**config.mk**
```make
export PLATFORM = sky130hd
export DESIGN_NAME = urv_io_responder
export DESIGN_NICKNAME = d
export VERILOG_FILES = /design/src/rtl/urv_io_responder.sv
export SDC_FILE = /design/constraint.sdc
export NUM_CORES = 1
export LEC_CHECK = 0
export ABC_AREA = 1
export CAP_MARGIN = 20
export CORE_MARGIN = 3
export CORE_UTILIZATION = 45
export CTS_CLUSTER_SIZE = 20
export DETAILED_ROUTE_END_ITERATION = 10
export PLACE_DENSITY = 0.71
export SYNTH_ARGS = -nofsm -noshare
export SYNTH_HDL_FRONTEND = slang
export SYNTH_SLANG_ARGS = --single-unit
export TNS_END_PERCENT = 30
```
**constraint.sdc**
```tcl
create_clock -name clk_i -period 2.9 [get_ports clk_i]
set_input_delay 0.435 -clock clk_i [delete_from_list [all_inputs] [get_ports clk_i]]
set_output_delay 0.435 -clock clk_i [all_outputs]
set_load 0.01 [all_outputs]
```
**src/rtl/urv_io_responder.sv**
```systemverilog
// Memory-mapped I/O target on the urv_cpu data bus. It provides a GPIO register,
// a baud divisor, and an 8N1 UART transmitter fed by a small FIFO.
module urv_io_responder #(
  parameter int          FIFO_DEPTH  = 4,
  parameter logic [15:0] DEFAULT_DIV = 16'd433
) (
  input  logic        clk_i,
  input  logic        rst_i,
  input  logic [31:0] dm_addr_i,
  input  logic [31:0] dm_data_s_i,
  input  logic [3:0]  dm_data_select_i,
  input  logic        dm_store_i,
  input  logic        dm_load_i,
  output logic [31:0] dm_data_l_o,
  output logic        dm_store_done_o,
  output logic        dm_load_done_o,
  output logic        dm_ready_o,
  output logic        io_sel_o,
  output logic [7:0]  gpio_o,
  output logic        uart_tx_o
);

  localparam int AW = $clog2(FIFO_DEPTH);
  localparam int CW = AW + 1;

  typedef enum logic [1:0] {S_IDLE, S_START, S_DATA, S_STOP} tx_state_t;

  logic [7:0]    gpio;
  logic [15:0]   div;
  logic [7:0]    mem [FIFO_DEPTH];
  logic [AW-1:0] wptr, rptr;
  logic [CW-1:0] count;
  logic          pend;
  logic [7:0]    pend_byte;
  logic [31:0]   load_data;
  logic          load_done, store_done;

  tx_state_t     state, state_n;
  logic [15:0]   cnt, cnt_n;
  logic [2:0]    bit_idx, bit_idx_n;
  logic [7:0]    shreg, shreg_n;

  logic [7:0]    offset;
  logic          accept, fifo_full, fifo_empty, tx_busy;
  logic          tx_store, push_new, push_pend, stall, push, pop;
  logic [7:0]    push_byte;
  logic [2:0]    count3;
  logic [31:0]   rd_data;
  logic          unused_bits;

  assign io_sel_o    = (dm_addr_i[31:8] == 24'h100000);
  assign offset      = dm_addr_i[7:0];
  assign accept      = io_sel_o && (dm_load_i || dm_store_i) && !pend;
  assign fifo_full   = (count == CW'(FIFO_DEPTH));
  assign fifo_empty  = (count == '0);
  assign tx_busy     = (state != S_IDLE);
  assign count3      = 3'(count);
  assign unused_bits = ^{dm_data_s_i[31:16], dm_data_select_i[3:2]};

  assign tx_store  = accept && dm_store_i && (offset == 8'h04) && dm_data_select_i[0];
  assign push_new  = tx_store && !fifo_full;
  assign stall     = tx_store && fifo_full;
  assign push_pend = pend && !fifo_full;
  assign push      = push_new || push_pend;
  assign push_byte = pend ? pend_byte : dm_data_s_i[7:0];

  always_comb begin
    rd_data = '0;
    case (offset)
      8'h00:   rd_data = {24'd0, gpio};
      8'h08:   rd_data = {26'd0, count3, fifo_empty, fifo_full, tx_busy};
      8'h0C:   rd_data = {16'd0, div};
      default: rd_data = '0;
    endcase
  end

  // Load+store together is handled as a store; the load side completes with zero data.
  always_ff @(posedge clk_i or negedge rst_i) begin
    if (!rst_i) begin
      gpio       <= '0;
      div        <= DEFAULT_DIV;
      pend       <= 1'b0;
      pend_byte  <= '0;
      load_data  <= '0;
      load_done  <= 1'b0;
      store_done <= 1'b0;
    end else begin
      load_done  <= 1'b0;
      store_done <= 1'b0;
      if (accept) begin
        if (dm_store_i) begin
          if (offset == 8'h00 && dm_data_select_i[0]) gpio <= dm_data_s_i[7:0];
          if (offset == 8'h0C) begin
            if (dm_data_select_i[0]) div[7:0]  <= dm_data_s_i[7:0];
            if (dm_data_select_i[1]) div[15:8] <= dm_data_s_i[15:8];
          end
          if (stall) begin
            pend      <= 1'b1;
            pend_byte <= dm_data_s_i[7:0];
          end else begin
            store_done <= 1'b1;
          end
          if (dm_load_i) begin
            load_done <= 1'b1;
            load_data <= '0;
          end
        end else begin
          load_done <= 1'b1;
          load_data <= rd_data;
        end
      end
      if (push_pend) begin
        pend       <= 1'b0;
        store_done <= 1'b1;
      end
    end
  end

  always_ff @(posedge clk_i) begin
    if (push) mem[wptr] <= push_byte;
  end

  always_ff @(posedge clk_i or negedge rst_i) begin
    if (!rst_i) begin
      wptr  <= '0;
      rptr  <= '0;
      count <= '0;
    end else begin
      if (push) wptr <= wptr + AW'(1);
      if (pop)  rptr <= rptr + AW'(1);
      case ({push, pop})
        2'b10:   count <= count + CW'(1);
        2'b01:   count <= count - CW'(1);
        default: count <= count;
      endcase
    end
  end

  always_ff @(posedge clk_i or negedge rst_i) begin
    if (!rst_i) begin
      state   <= S_IDLE;
      cnt     <= '0;
      bit_idx <= '0;
      shreg   <= '0;
    end else begin
      state   <= state_n;
      cnt     <= cnt_n;
      bit_idx <= bit_idx_n;
      shreg   <= shreg_n;
    end
  end

  // STOP chains straight into START when another byte is queued, so frames abut.
  always_comb begin
    state_n   = state;
    cnt_n     = cnt;
    bit_idx_n = bit_idx;
    shreg_n   = shreg;
    pop       = 1'b0;
    case (state)
      S_IDLE: begin
        if (!fifo_empty) begin
          pop     = 1'b1;
          state_n = S_START;
          cnt_n   = div;
          shreg_n = mem[rptr];
        end
      end
      S_START: begin
        if (cnt != 16'd0) begin
          cnt_n = cnt - 16'd1;
        end else begin
          state_n   = S_DATA;
          cnt_n     = div;
          bit_idx_n = '0;
        end
      end
      S_DATA: begin
        if (cnt != 16'd0) begin
          cnt_n = cnt - 16'd1;
        end else begin
          cnt_n = div;
          if (bit_idx == 3'd7) begin
            state_n = S_STOP;
          end else begin
            bit_idx_n = bit_idx + 3'd1;
            shreg_n   = {1'b0, shreg[7:1]};
          end
        end
      end
      S_STOP: begin
        if (cnt != 16'd0) begin
          cnt_n = cnt - 16'd1;
        end else if (!fifo_empty) begin
          pop     = 1'b1;
          state_n = S_START;
          cnt_n   = div;
          shreg_n = mem[rptr];
        end else begin
          state_n = S_IDLE;
        end
      end
      default: state_n = S_IDLE;
    endcase
  end

  always_comb begin
    uart_tx_o = 1'b1;
    case (state)
      S_START: uart_tx_o = 1'b0;
      S_DATA:  uart_tx_o = shreg[0];
      default: uart_tx_o = 1'b1;
    endcase
  end

  assign dm_data_l_o     = load_data;
  assign dm_load_done_o  = load_done;
  assign dm_store_done_o = store_done;
  assign dm_ready_o      = !pend;
  assign gpio_o          = gpio;

endmodule

```
Yosys cells after proc, flatten, opt, wreduce, memory -nomap -nowiden
Memories as Yosys holds them, arrays and structs flattened.
Cells that the tools add are included.
- bits in registers: 103
- input bits: 72
- word-level logic and storage cells: 116
- RAM bits: 32
- memories kept: 1
- memory list (name ; depth ; bits a word ; rd ports ; clocked after Yosys merged registers in ; write ports ; RTL line ; source):
    mem ; 4 ; 8 ; 1 ; 0 ; 1 ; 30 ; logic [7:0] mem [FIFO_DEPTH];
- eq/ne operators: 18
- $add $sub $neg: 6
- mux-type cells: 42
- reductions and logical operators: 34
- operators by type and width (operator ; count):
    $pmux W16 S3 ; 2
    $mux W32 ; 2
    $mux W16 ; 3
    $mux W8 ; 5
    $eq A24 B21 Y1 const B ; 1
    $pmux W8 S3 ; 1
    $eq A8 B4 Y1 const B ; 2
    $mux W1 ; 16
    $reduce_and A4 Y1 ; 4
    $reduce_bool A16 Y1 ; 1
    $sub A16 B1 Y16 const B ; 1
    $ne A2 B2 Y1 const B ; 6
    $pmux W3 S2 ; 2
    $reduce_bool A2 Y1 ; 6
    $mux W2 ; 5
    $logic_and A1 B1 Y1 ; 9
    $mux W3 ; 3
    $reduce_and A3 Y1 ; 3
    $eq A8 B3 Y1 const B ; 1
    $logic_not A8 Y1 ; 1
    $pmux W2 S4 ; 1
    $add A3 B1 Y3 const B ; 2
    $eq A2 B2 Y1 const B ; 3
    $eq A3 B3 Y1 const B ; 2
    other kinds (13) ; 18

Depth between registers and ports, before layout
Gate-level depths: netlist of run 1.
- depth after elaboration: 11
- depth in mapped cells: 14
- mapped depth without buffers: 14

Least setup slack after synthesis of run 1
No wires, ideal clock.
- path kind: register to register
- start: reg cnt[0]
- end: reg count[2]
- setup slack: 0.527 ns
- arrival time: 2.242 ns
- library setup time: 0.131 ns
- required time: 2.769 ns
- stages on the path, launching flop included: 15
- clock period less this slack: 2.373 ns
- path through: dfrtp_1 -> inv_1 -> ha_1 -> nand2_1 -> nor2_2 -> nand3_4 -> o21ai_0 -> nand2_1 -> inv_1 -> ha_1 -> inv_1 -> fa_1 -> a21oi_1 -> o21ai_0 -> xor2_1
- word-level cells in the longest chain between the ends: 5
- elaborated cells on any way between the ends: 7
- RTL lines (what ; RTL line ; source):
    start, declared ; 39 ; logic [15:0] cnt, cnt_n;
    start signal, assigned ; 147 ; cnt <= cnt_n;
    $reduce_bool A16 Y1 * ; 192 ; if (cnt != 16'd0) begin
    $mux W1 * ; 192 ;
    $pmux W1 S2 * ; 160 ; case (state)
    named net pop ; 45 ; logic tx_store, push_new, push_pend, stall, push, pop;
    $eq A2 B1 Y1 or $eq A2 B2 Y1 (tied branches) ; 131 ; case ({push, pop})
    $pmux W3 S2 or $reduce_bool A2 Y1 (tied branches) ; n/a ;
    end signal, assigned ; 132 ; 2'b10: count <= count + CW'(1);
    end signal, assigned ; 133 ; 2'b01: count <= count - CW'(1);
    end signal, assigned ; 134 ; default: count <= count;
    end, declared ; 32 ; logic [CW-1:0] count;
Mark *: on every way through the listed nets, which the timed path passes. The rest lies on a longest branch.
A chain may end at the register's enable or synchronous reset.

Worst setup path after layout of run 1
Same ends and word-level chain as after synthesis.

==> results of run 1 <==
==> power groups by stage <==
stage                     Sequential [mW]  Combinational [mW]  Clock [mW]
after detailed placement             1.75               0.161           0
after CTS                            1.72               0.161        1.96
after global placement               1.75               0.159           0
after floorplan                      1.75              0.0561           0
after global routing                 1.72               0.176        2.04
final                                1.72               0.159        1.94
==> critical path: cells and delay by family (launching register included) <==
family                     cells  cell delay, ns
buffers and inverters          3            0.31
DFF                            1            0.38
xor gates and xnor gates       1            0.16
adders and majority gates      3            0.75
and+or+nand+nor                4            0.52
AOI/OAI and AO/OA              3            0.43
==> path summary, 6_finish.rpt <==
path,from,endpoint,slack (ns),cells past startpoint
hold reg to reg,shreg[5]$_DFFE_PN0P_,shreg[5]$_DFFE_PN0P_,0.47,2
min in group clk_i,shreg[5]$_DFFE_PN0P_,shreg[5]$_DFFE_PN0P_,0.47,2
hold / removal,rst_i,dm_data_l_o[14]$_DFFE_PN0P_,0.04,1
max in group asynchronous,rst_i,div[4]$_DFFE_PN1P_,2.17,2
setup reg to reg,cnt[0]$_DFF_PN0_,count[2]$_DFFE_PN0P_,0.24,14
setup / recovery,cnt[0]$_DFF_PN0_,count[2]$_DFFE_PN0P_,0.24,14
==> flip-flops by register name (all words and copies together) (netlist names) <==
signal,flops
shreg,8
dm_load_done_o,1
wptr,2
dm_data_l_o,16
bit_idx,3
pend_byte,8
count,3
mem,32
pend,1
dm_store_done_o,1
gpio_o,8
state,2
div,16
cnt,16
rptr,2
==> Yosys cell counts, drive strengths merged (2+ instances only) <==
cell and count:
clkbuf 16, xor2 10, nand3b 4, nor3 8
o211ai 14, o31ai 11, a21oi 21, edfxtp 32
dfrtp 82, nand2 261, nand4 4, nand3 39
ha 14, clkinv 3, nor2 67, o22ai 10
inv 105, or2 4, buf 23, dfstp 5
xnor2 2, nor4 2, o21ai 74
==> through the flow <==
stage	area (sq um)	hold slack, ns	setup WS, ns
detailed placement	7565	0.4632	0.1065
floorplan	6568	0.1394	0.5272
finish	8117	0.04024	0.2366
CTS	8114	0.06333	0.2215
global route	8117	0.08258	0.01715
global placement	7565	0.4603	0.1875
==> metal layers <==
metal / vias up / part of all wire / global-route usage
met2: 148 / 0.46 / 0.3243
met3: 18 / 0.052 / 0.04800
met5: - / 0 / 0
met1: 2466 / 0.47 / 0.2735
li1: 2795 / - / -
met4: 0 / 0.014 / 0.06435
==> layout by cell type (no fill, tap or decap), types with 5 or more instances in the layout <==
cell / count
nand2_1: 255
inv_1: 101
dfrtp_1: 82
clkdlybuf4s50_1: 81
nor2_1: 57
o21ai_0: 42
nand3_1: 38
edfxtp_1: 32
o21ai_1: 31
a21oi_1: 21
buf_4: 21
clkbuf_16: 17
conb_1: 16
o211ai_1: 14
ha_1: 13
o31ai_1: 11
o22ai_1: 10
xor2_1: 10
nor2_2: 8
clkinv_1: 6
clkinvlp_4: 6
dfstp_2: 5
==> cell families (layout without fill, tap and decap cells) <==
family / count (synthesis) / in the layout
other: 1 / 16
xor gates and xnor gates: 12 / 12
adders and majority gates: 15 / 15
DFF: 119 / 119
and+or+nand+nor: 390 / 390
buffers and inverters: 147 / 243
AOI/OAI and AO/OA: 132 / 132
==> area by class of cell <==
cell class,count,share of cell area
Timing Repair Buffer,103,0.1218
Multi-Input combinational cell,565,0.3455
Tap cell,180,0.02775
Sequential cell,119,0.3874
Inverter,108,0.04995
Clock inverter,14,0.01357
Clock buffer,18,0.05411
==> flow_summary.yaml, run 1 <==
sta:
  period_needed_ns: 2.663
  setup_tns_ns: 0
  skew_ns: 0.01060
  final_max_slew_viol_count: 0
  max_slew_margin: 0.5709
  worst_pin_slew_ns: 0.6437
  finalSetupViolCount: 0
  max_freq_mhz: 375.5
  fin_crit_sh: 0.9184
  rsz0062_at_grt: "false"
  hold_viol: 0
global_route:
  overflow: 0
  grt_pass1_vias: 5205
  antenna_found_initial: 0
  grtUsageTotal: 0.2021
  grt_start_max_net_pins: 50
  grt_pass1_wl_mm: 25.76
routing:
  drt_iter0_drc: 350
  vias_per_cell: 4.902
  drc: 0
  drt-wirelength-per-cell_um: 13.97
  routed_wl_mm: 15.47
  ant_nets: 0
  num_vias: 5427
  firstDrtPassIters: 5
synthesis:
  synth_top_cell_by_area: "dfrtp_1"
  postSynth.asyncResetShare: 0.7311
  synth_xor_area_frac: 0.01614
  synth_fa_ha_area_frac: 0.02998
  syn_area_sq_um: 6511
  synthMuxAreaShare: 0
  synth-simple-area-share: 0.2602
  synth_edf_count: 32
  synth_top_family_by_area: "simple AND/OR/NAND/NOR gates"
  ys.flop_type: "dfrtp_1"
  synth_compound_area_frac: 0.1147
  seq_area_frac_synth: 0.4829
  synth_cell_type_count: 40
  ys_seq_elements: 119
  synth_top_area_share: 0.3151
  synth_area_leaders: "dfrtp_1, edfxtp_1, nand2_1"
  netlist_instances: 816
  yosysWarnings: 0
  synth.avg_cell_area_sq_um: 7.979
layout:
  final_layout_size_suffix_gt1_frac: 0.09493
  diodes: 0
  fin_util: 0.5780
  num-nets-final: 1001
  finalNonFillerCells: 1107
  multi_input_area_sq_um: 2804
  num-fill-cells: 1271
  register_area_sq_um: 3144
  area_growth_pct: 24.65
pwr:
  power.total_mw: 3.822
  swShare: 0.2196
  clockPowerShare: 0.507
  p_switching_uw: 839.4
  p_seq_frac: 0.451
  p_per_area_nw_per_um2: 470.9
  p_leak_nw: 3.788
  pwr-share-comb: 0.042
  vdd_drop_max_v: 0.0003713
  power.internal_mw: 2.983
clocking:
  clkTransAtPathRegs_ns: 0.06
  clock_latency_ns: 0.42
  ctsHtreeMaxLevel: 4
  cts_made_buffers: 17
  ctsHoldBuffers: 0
  root_buffer: "clkbuf_16"
  clkSinkCount: 119
  post_cts_buffers: 0
  cts_tree: "yes"
  cts.path.max_buffers: 2
  cts.repair.resized: 0
worst_setup_path:
  worst_path_largest_cell_delay_ns: 0.38
  start_kind: "register"
  path_cells: "inv_1 -> ha_2 -> nand2_1 -> nor2_2 -> nand3_4 -> o21ai_1 -> nand2_1 -> inv_1 -> ha_1 -> inv_1 -> fa_1 -> a21oi_1 -> o21ai_0 -> xor2_1"
  crit_arrival_ns: 2.96
  cp_slowest_cell: "dfrtp_1"
  required_ns: 3.20
  crit_fanout: 10
  critPathKind: "register to register"
  cpMostUsedCell: "inv_1"
  critPathCaptureType: "register"
die:
  coreArea_sq_um: 14040
  io_pins: 117
  start_util: 0.4637
  fp.dieW_um: 126.3
  num_rows: 43
  die_h_um: 126.3
  die_area_sq_um: 15950
job:
  maxCapViolations: 0
hold_path:
  min_path_type: "input port to asynchronous set/reset pin"
place:
  placed_cells: 1075
  dp_hpwl_mm: 11.20
  finalWeightedCongestion: 0.8567
  port_buffers: 82
outcome:
  status: "complete, no violations"
(Power assumes the default switching activity.)
==> run 2: changes to the inputs <==
==> constraint.sdc (replaced) <==
create_clock -name clk_i -period 3.1 [get_ports clk_i]
set_input_delay 0.465 -clock clk_i [delete_from_list [all_inputs] [get_ports clk_i]]
set_output_delay 0.465 -clock clk_i [all_outputs]
set_load 0.01 [all_outputs]
==> run 2 against run 1 <==
Net effect: global-route usage increased by 0.33 points; register-to-register slack gained 0.16 ns; critical endpoint unchanged; via count increased by 0.74%; hold slack worse by 0.020 ns; first-iteration DRC count grew 1.1%; sequential share of layout area up 0.078 points; total power is 3.1% lower; fmax down 1.6%; count of clock-buffer cells in the layout up 3; combinational power decreased by 8%; clock skew shrank 0.0041 ns; cell count decreased by 0.54%.
==> flow_summary.yaml, run 2 (synthesized netlist as in run 1, its figures left out) <==
layout:
  layout_common_cells: "nand2_1, inv_1, dfrtp_1, clkdlybuf4s50_1, nor2_1"
  final_common_cell: "nand2_1"
  area_growth_pct: 24.40
  top_register: "mem"
  final_layout_size_suffix_gt1_frac: 0.08360
  diodes: 0
  num-nets-final: 995
  largest_reg_flops: 32
die:
  coreArea_sq_um: 14040
  num_rows: 43
  fp.dieW_um: 126.3
  die_area_sq_um: 15950
  die_h_um: 126.3
  io_pins: 117
  start_util: 0.4637
worst_setup_path:
  critPathKind: "register to register"
  critPathCaptureType: "register"
  crit_arrival_ns: 2.99
  start_kind: "register"
  rrSetupSlack_ns: 0.39
  required_ns: 3.39
  path_cells: "inv_1 -> ha_1 -> nand2_1 -> nor2_2 -> nand3_4 -> o21ai_0 -> nand2_1 -> inv_1 -> ha_1 -> inv_1 -> fa_1 -> a21oi_1 -> o21ai_0 -> xor2_1"
  cpMostUsedCell: "inv_1"
  crit_fanout: 10
  worst_path_largest_cell_delay_ns: 0.38
  cp_slowest_cell: "fa_1"
routing:
  drt_iter0_drc: 354
  drt-wirelength-per-cell_um: 14.11
  vias_per_cell: 4.965
  num_vias: 5467
  ant_nets: 0
  routed_wl_mm: 15.53
  firstDrtPassIters: 7
  drc: 0
clocking:
  ctsHtreeMaxLevel: 4
  ctsHoldBuffers: 0
  clkTransAtPathRegs_ns: 0.05
  clkSinkCount: 119
  post_cts_buffers: 0
  clock_latency_ns: 0.42
  cts_made_buffers: 17
  cts.path.max_buffers: 2
  cts_tree: "yes"
  root_buffer: "clkbuf_16"
  cts.repair.resized: 0
sta:
  period_needed_ns: 2.707
  fin_crit_sh: 0.8733
  rsz0062_at_grt: "false"
  worst_pin_slew_ns: 0.5920
  max_freq_mhz: 369.4
  setup_tns_ns: 0
  skew_ns: 0.006505
  finalSetupViolCount: 0
  final_max_slew_viol_count: 0
  max_slew_margin: 0.6011
  hold_viol: 0
global_route:
  overflow: 0
  antenna_found_initial: 0
  grt_start_max_net_pins: 50
  grt_pass1_wl_mm: 26.23
  grt_pass1_vias: 5278
  grtUsageTotal: 0.2054
place:
  finalWeightedCongestion: 0.8379
  port_buffers: 82
  dp_hpwl_mm: 11.10
pwr:
  p_leak_nw: 3.789
  p_per_area_nw_per_um2: 457.4
  vdd_drop_max_v: 0.0003180
  power.total_mw: 3.705
job:
  maxCapViolations: 0
hold_path:
  min_path_type: "input port to asynchronous set/reset pin"
outcome:
  status: "complete, no violations"
[run 2: changes by cell type in the layout (fill, tap and decap cells not counted), sizes merged]
cell / before / now
bufinv: 1 / 3
clkinv: 10 / 9
clkinvlp: 6 / 2
clkbuf: 18 / 21
buf: 22 / 16
[run 2: area by class of cell]
cell class / instances / area [sq um]
clock inverter: 11 / 130.1
timing repair buffer: 97 / 943.4
sequential: 119 / 3144
multi-input combinational: 565 / 2801
tap: 180 / 225.2
fill: 1254 / 5942
clock buffer: 21 / 450.4
inverter: 108 / 405.4
[run 2: layer usage]
layer,up-vias,GRT usage,part of all wire
met2,167,0.3224,0.46
li1,2773,-,-
met4,0,0.07382,0.022
met1,2499,0.2771,0.46
met3,28,0.05432,0.056
met5,-,0,0
[run 2: through the flow]
stage / cell area (sq um) / std cells / setup slack (ns) / hold slack [ns] / utilization
finish: 8100 / 1101 / 0.3929 / 0.02048 / 0.5769
global route: 8100 / 1101 / 0.1527 / 0.06417 / 0.5769
global placement: 7520 / 1069 / 0.3575 / 0.4630 / 0.5355
CTS: 8100 / 1101 / 0.3960 / 0.03955 / 0.5769
detailed placement: 7520 / 1069 / 0.2693 / 0.4607 / 0.5355
floorplan: 6568 / 831 / 0.7272 / 0.1694 / -
[run 2: final timing paths]
path                                           start                          end  cells past startpoint
worst min-delay path                           rst_i  dm_data_l_o[14]$_DFFE_PN0P_                      1
worst max-delay path                cnt[0]$_DFF_PN0_         count[2]$_DFFE_PN0P_                     14
worst max register to register      cnt[0]$_DFF_PN0_         count[2]$_DFFE_PN0P_                     14
worst min register to register  shreg[7]$_DFFE_PN0P_         shreg[7]$_DFFE_PN0P_                      2
max in group asynchronous                      rst_i           div[4]$_DFFE_PN1P_                      2
min in group clk_i              shreg[7]$_DFFE_PN0P_         shreg[7]$_DFFE_PN0P_                      2
[run 2: report_power, final]
| group | internal [mW] | leakage (nW) | switching, mW | total (mW) |
|---|---|---|---|---|
| Sequential | 1.61 | 1.37 | 0.0000000439 | 1.61 |
| Clock | 1.27 | 0.277 | 0.676 | 1.94 |
| Combinational | 0.0704 | 2.15 | 0.0767 | 0.147 |
[run 2: worst max-delay path, delay by kind of cell, from the launching register on]
family                     cells  cell delay (ns)
adders and majority gates      3             0.75
and+or+nand+nor                4             0.56
AOI/OAI and AO/OA              3             0.46
DFF                            1             0.37
buffers and inverters          3             0.28
xor gates and xnor gates       1             0.15
